## src/rtl/aud_pkg.sv

```systemverilog
// Shared types and constants for the I2S capture path.
package aud_pkg;

    typedef enum logic [2:0] {
        IDLE,
        WAIT_SYNC,
        CAPTURE,
        PAUSED,
        FULL
    } cap_state_t;

    localparam int CH_LEFT   = 0;
    localparam int CH_RIGHT  = 1;
    localparam int CH_STEREO = 2;

    function automatic longint unsigned addr_max(input int unsigned aw);
        return (64'd1 << aw) - 64'd1;
    endfunction

endpackage

```

## src/rtl/aud_i2s_deser.sv

```systemverilog
// I2S slot deserialiser: MSB sampled one cycle after an lrc edge, word_valid after the LSB.
// No backpressure; a new edge before the LSB drops the partial word and flags short_err.
module aud_i2s_deser #(
    parameter int DATA_W = 16
) (
    input  logic              clk,
    input  logic              rst,
    input  logic              lrc,
    input  logic              data,
    input  logic              arm,
    output logic              slot_start,
    output logic [DATA_W-1:0] word,
    output logic              channel,
    output logic              word_valid,
    output logic              short_err
);

    localparam int CW = $clog2(DATA_W + 1);
    localparam logic [CW-1:0] CNT_LOAD = CW'(DATA_W);
    localparam logic [CW-1:0] CNT_ONE  = CW'(1);

    logic          lrc_q;
    logic [CW-1:0] bits_left;

    assign slot_start = (lrc != lrc_q);

    always_ff @(posedge clk) begin
        if (rst) begin
            lrc_q      <= lrc;
            bits_left  <= '0;
            word       <= '0;
            channel    <= 1'b0;
            word_valid <= 1'b0;
            short_err  <= 1'b0;
        end else begin
            lrc_q      <= lrc;
            word_valid <= 1'b0;
            short_err  <= 1'b0;
            if (!arm) begin
                bits_left <= '0;
            end else begin
                if (bits_left != '0) begin
                    word <= {word[DATA_W-2:0], data};
                    if (bits_left == CNT_ONE)
                        word_valid <= 1'b1;
                end
                // An edge coinciding with the LSB still completes the word (back-to-back slots).
                if (slot_start) begin
                    short_err <= (bits_left > CNT_ONE);
                    bits_left <= CNT_LOAD;
                    channel   <= lrc;
                end else if (bits_left != '0) begin
                    bits_left <= bits_left - CNT_ONE;
                end
            end
        end
    end

endmodule

```

## src/rtl/aud_i2s_capture.sv

```systemverilog
// I2S ADC capture to SRAM: o_wr at lrc edge + DATA_W + 1, counters advance one cycle later.
// No backpressure on the SRAM port; stop > pause > start, with stereo rollback on pause.
module aud_i2s_capture
    import aud_pkg::*;
#(
    parameter int DATA_W  = 16,
    parameter int ADDR_W  = 20,
    parameter int CH_MODE = 2
) (
    input  logic              i_clk,
    input  logic              i_rst,
    input  logic              i_lrc,
    input  logic              i_data,
    input  logic              i_start,
    input  logic              i_pause,
    input  logic              i_stop,
    output logic              o_wr,
    output logic [ADDR_W-1:0] o_address,
    output logic [DATA_W-1:0] o_data,
    output logic [ADDR_W:0]   o_length,
    output logic              o_busy,
    output logic              o_full,
    output logic              o_err
);

    localparam logic              MONO      = (CH_MODE == CH_LEFT) || (CH_MODE == CH_RIGHT);
    localparam logic              STEREO    = (CH_MODE == CH_STEREO);
    localparam logic              SYNC_LRC  = (CH_MODE == CH_RIGHT);
    localparam logic [ADDR_W-1:0] ADDR_LAST = ADDR_W'(addr_max(ADDR_W));
    localparam logic [ADDR_W-1:0] ADDR_ONE  = ADDR_W'(1);
    localparam logic [ADDR_W:0]   LEN_ONE   = (ADDR_W+1)'(1);

    cap_state_t        state, next_state;
    logic [ADDR_W-1:0] addr, addr_nxt;
    logic [ADDR_W:0]   len, len_nxt;
    logic              slot_start, sync_hit, arm, take, last_wr;
    logic [DATA_W-1:0] w_word;
    logic              w_chan, w_valid;

    aud_i2s_deser #(.DATA_W(DATA_W)) u_deser (
        .clk        (i_clk),
        .rst        (i_rst),
        .lrc        (i_lrc),
        .data       (i_data),
        .arm        (arm),
        .slot_start (slot_start),
        .word       (w_word),
        .channel    (w_chan),
        .word_valid (w_valid),
        .short_err  (o_err)
    );

    // Stereo and left-only both sync on the falling edge; right-only on the rising edge.
    assign sync_hit = slot_start && (i_lrc == SYNC_LRC);
    assign last_wr  = o_wr && (addr == ADDR_LAST);
    assign arm      = !i_stop && !i_pause &&
                      ((state == CAPTURE) || ((state == WAIT_SYNC) && sync_hit));
    assign take     = w_valid && (state == CAPTURE) && !i_stop && !i_pause && !last_wr &&
                      (!MONO || (w_chan == SYNC_LRC));

    always_comb begin
        next_state = state;
        addr_nxt   = o_wr ? addr + ADDR_ONE : addr;
        len_nxt    = o_wr ? len + LEN_ONE : len;
        if ((state == WAIT_SYNC) && sync_hit)
            next_state = CAPTURE;
        if (i_stop) begin
            next_state = IDLE;
        end else if (last_wr) begin
            next_state = FULL;
        end else if (i_pause) begin
            if ((state == WAIT_SYNC) || (state == CAPTURE)) begin
                next_state = PAUSED;
                // Drop an orphaned left word so resume rewrites the pair from its left slot.
                if (STEREO && addr_nxt[0]) begin
                    addr_nxt = addr_nxt - ADDR_ONE;
                    len_nxt  = len_nxt - LEN_ONE;
                end
            end
        end else if (i_start) begin
            if ((state == IDLE) || (state == FULL)) begin
                next_state = WAIT_SYNC;
                addr_nxt   = '0;
                len_nxt    = '0;
            end else if (state == PAUSED) begin
                next_state = WAIT_SYNC;
            end
        end
    end

    always_ff @(posedge i_clk) begin
        if (i_rst) begin
            state  <= IDLE;
            addr   <= '0;
            len    <= '0;
            o_wr   <= 1'b0;
            o_data <= '0;
            o_busy <= 1'b0;
            o_full <= 1'b0;
        end else begin
            state  <= next_state;
            addr   <= addr_nxt;
            len    <= len_nxt;
            o_wr   <= take;
            if (take)
                o_data <= w_word;
            o_busy <= (next_state == WAIT_SYNC) || (next_state == CAPTURE);
            o_full <= (next_state == FULL);
        end
    end

    assign o_address = addr;
    assign o_length  = len;

endmodule

```

## config.mk

```make
export PLATFORM = sky130hd
export DESIGN_NAME = aud_i2s_capture
export DESIGN_NICKNAME = d
export VERILOG_FILES = /design/src/rtl/aud_pkg.sv /design/src/rtl/aud_i2s_deser.sv /design/src/rtl/aud_i2s_capture.sv
export SDC_FILE = /design/constraint.sdc
export NUM_CORES = 1
export LEC_CHECK = 0
export ABC_AREA = 0
export CAP_MARGIN = 40
export CORE_MARGIN = 8
export CORE_UTILIZATION = 55
export DETAILED_ROUTE_END_ITERATION = 10
export PLACE_DENSITY_LB_ADDON = 0.3
export SLEW_MARGIN = 20
export SYNTH_ARGS = -nofsm -noshare
export SYNTH_HDL_FRONTEND = slang
export SYNTH_HIERARCHICAL = 1
export SYNTH_SLANG_ARGS = --single-unit
```

## constraint.sdc

```tcl
create_clock -name i_clk -period 3.2 [get_ports i_clk]
set_clock_uncertainty 0.2 [all_clocks]
set_input_delay 0.32 -clock i_clk [delete_from_list [all_inputs] [get_ports i_clk]]
set_output_delay 0.32 -clock i_clk [all_outputs]
set_load 0.05 [all_outputs]
```

==> flow_summary_export.csv <==
group,metric,value,unit
clocking,post_cts_buffers,0,
clocking,cts_buffers,9,
worst_setup_path,critPathMaxStageDelay,0.51,ns
pwr,power.density,365.5,nW/µm²
floorplan,rows,33,
pwr,p_switching,0.0004849,W
pwr,clkPwrFrac,43.5,%
worst_setup_path,path_cells,"ha_1 -> nand4_2 -> nor4_2 -> o22ai_4 -> nor3_4 -> nand2_2 -> or4_1 -> o21ai_1",
floorplan,die_h,108.1,µm
worst_hold_path,min_path_type,"in -> reg",
run,max_cap_violations,0,
pwr,power,0.002043,W
place,place_congestion,0.8624,
clocking,path_clk_slew,0.10,ns
sta,worst_slack,0.2482,ns
sta,setup_viol,0,
pwr,pwr-share-seq,53.1,%
routing,routed_wl,10800,µm
synthesis,synth_area,4669,µm²
layout,utilization,68.04,%
worst_setup_path,cp.arrival,3.05,ns
sta,post-route-period-util,92.24,%
clocking,cts_resized,0,
pwr,p_sw_share,23.73,%
routing,viasPerCell,5.678,
floorplan,boundaryPins,68,
floorplan,core_area,8217,µm²
worst_setup_path,cp.required,3.30,ns
layout,diodes,0,
sta,min_period,2.952,ns
clocking,clock_sinks,87,
routing,drtAntennaViolNets,0,
synthesis,syn_inst,525,
global_route,grt_pass1_vias,3879,
sta,relSlewSlack,53.03,%
sta,hold_viol_final,0,
floorplan,die_w,108.1,µm
worst_setup_path,r2r_slack,0.25,ns
global_route,gr-total-overflow,0,
synthesis,syn-num-nets,537,
clocking,tritoncts,"done",
pwr,irDropWorstVdd,0.3643,mV
pwr,p_int,0.001558,W
worst_setup_path,path_delay_family,"simple AND/OR/NAND/NOR gates",
place,place_ws,0.3018,ns
routing,wl_per_cell,15.61,µm
global_route,grt_max_degree,47,
layout,nFillCells,686,
routing,drt_first_pass_iters,4,
pwr,combinationalPowerShare,3.3,%
clocking,insertion_delay,0.36,ns
floorplan,die_area,11690,µm²
routing,drtIter0Drc,196,
worst_setup_path,startpoint_type,"flop",
synthesis,synth_warnings,6,
layout,synthToLayoutAreaGrowth,19.72,%
clocking,holdBufCountCts,0,
clocking,cts_buffer_depth,2,
worst_setup_path,crit_fanout,8,
place,port_buffers,67,
worst_setup_path,endpoint_kind,"flop",
worst_setup_path,criticalPathCategory,"reg -> reg",
sta,finalSetupTns,0,ns
clocking,cts_max_level,3,
worst_setup_path,slowest_stage,"or4_1",
place,hpwl,7771,µm
global_route,grt_pass1_wl,18290,µm
global_route,gr-usage-all-layers,18.92,%
floorplan,floorplan.initialDensity,56.83,%
sta,rsz0062_at_grt,"no",
worst_setup_path,crit_buf_inv,0,
layout,layout-drive-gt1-share,9.881,%
routing,drc,0,
global_route,antenna_found_initial,0,
routing,vias,3929,
outcome,status,"completed",
synthesis,syn_area_per_cell,8.894,µm²
pwr,p_leak,1.926,nW
sta,max_freq,0.3388,GHz
layout,nets,594,
sta,drv_slew,0,
sta,tightest_slew,0.6948,ns
clocking,cts-root-buf,"clkbuf_8",
[through the flow]
stage | hold slack, ns | instances | area (µm²)
global route | 0.1050 | 692 | 5590
global placement | 0.2737 | 675 | 5358
finish | 0.1064 | 692 | 5590
CTS | 0.09366 | 692 | 5590
detailed placement | 0.2833 | 676 | 5363
floorplan | 0.1477 | 525 | 4669
[state kept, by name (all words and copies together), names as in the netlist, 3 cells and up]
| name | flops |
|---|---|
| o_length | 21 |
| o_address | 20 |
| o_data | 16 |
| u_deser/word | 16 |
| u_deser/bits_left | 5 |
| state | 3 |
[metal layers]
layer | wire length [µm] | share of wire, % | global-route usage [%]
met5 | 0 | 0 | 0
met2 | 5226 | 48 | 31.82
met3 | 449 | 4.2 | 3.331
met1 | 4912 | 45 | 23.12
met4 | 215 | 2.0 | 8.325
[final cells by class]
cell class,count,area (µm²),area share [%]
multi-input cells,396,2703,48.34
flip-flops and latches,87,1742,31.15
repair buffers,79,753.2,13.47
well taps,105,131.4,2.350
clock buffers,9,123.9,2.216
clock inverters,7,103.9,1.858
inverters,9,33.78,0.6043
[path summary, 6_finish.rpt]
kind | start | to | cells after the start
worst max-delay path | o_length[1] | o_length[14] | 8
worst max register to register | o_length[1] | o_length[14] | 8
worst min register to register | u_deser/word[15] | u_deser/word[15] | 2
worst min-delay path | i_rst | o_length[4] | 2
[power groups by stage]
stage / combinational (W) / clock, W / sequential, W
after detailed placement: 0.0000675 / 0 / 0.00111
after global placement: 0.0000662 / 0 / 0.00111
final: 0.0000684 / 0.000889 / 0.00109
after CTS: 0.0000682 / 0.000900 / 0.00109
after floorplan: 0.0000411 / 0 / 0.00111
after global routing: 0.0000745 / 0.000946 / 0.00109
[placed cells by master, fill, tap and decap left out, types with 7 or more instances in the layout]
master and n:
a21oi_1 12, a31oi_1 8, and2_1 7, and3_1 7
buf_4 11, clkbuf_8 9, clkdlybuf4s50_1 66, dfxtp_1 87
inv_1 9, mux2i_1 39, nand2_1 26, nand2b_1 18
nand3_1 17, nand4_1 19, nor2_1 76, nor3_1 15
nor3b_1 7, o21ai_0 11, xnor2_1 21, xor2_1 21
[worst register-to-register path: stages (launching register included)]
cell	delay, ns
dfxtp_1	0.50
ha_1	0.36
nand4_2	0.23
nor4_2	0.46
o22ai_4	0.19
nor3_4	0.27
nand2_2	0.10
or4_1	0.51
o21ai_1	0.08
No activity file was read; power rests on OpenSTA's default activity.
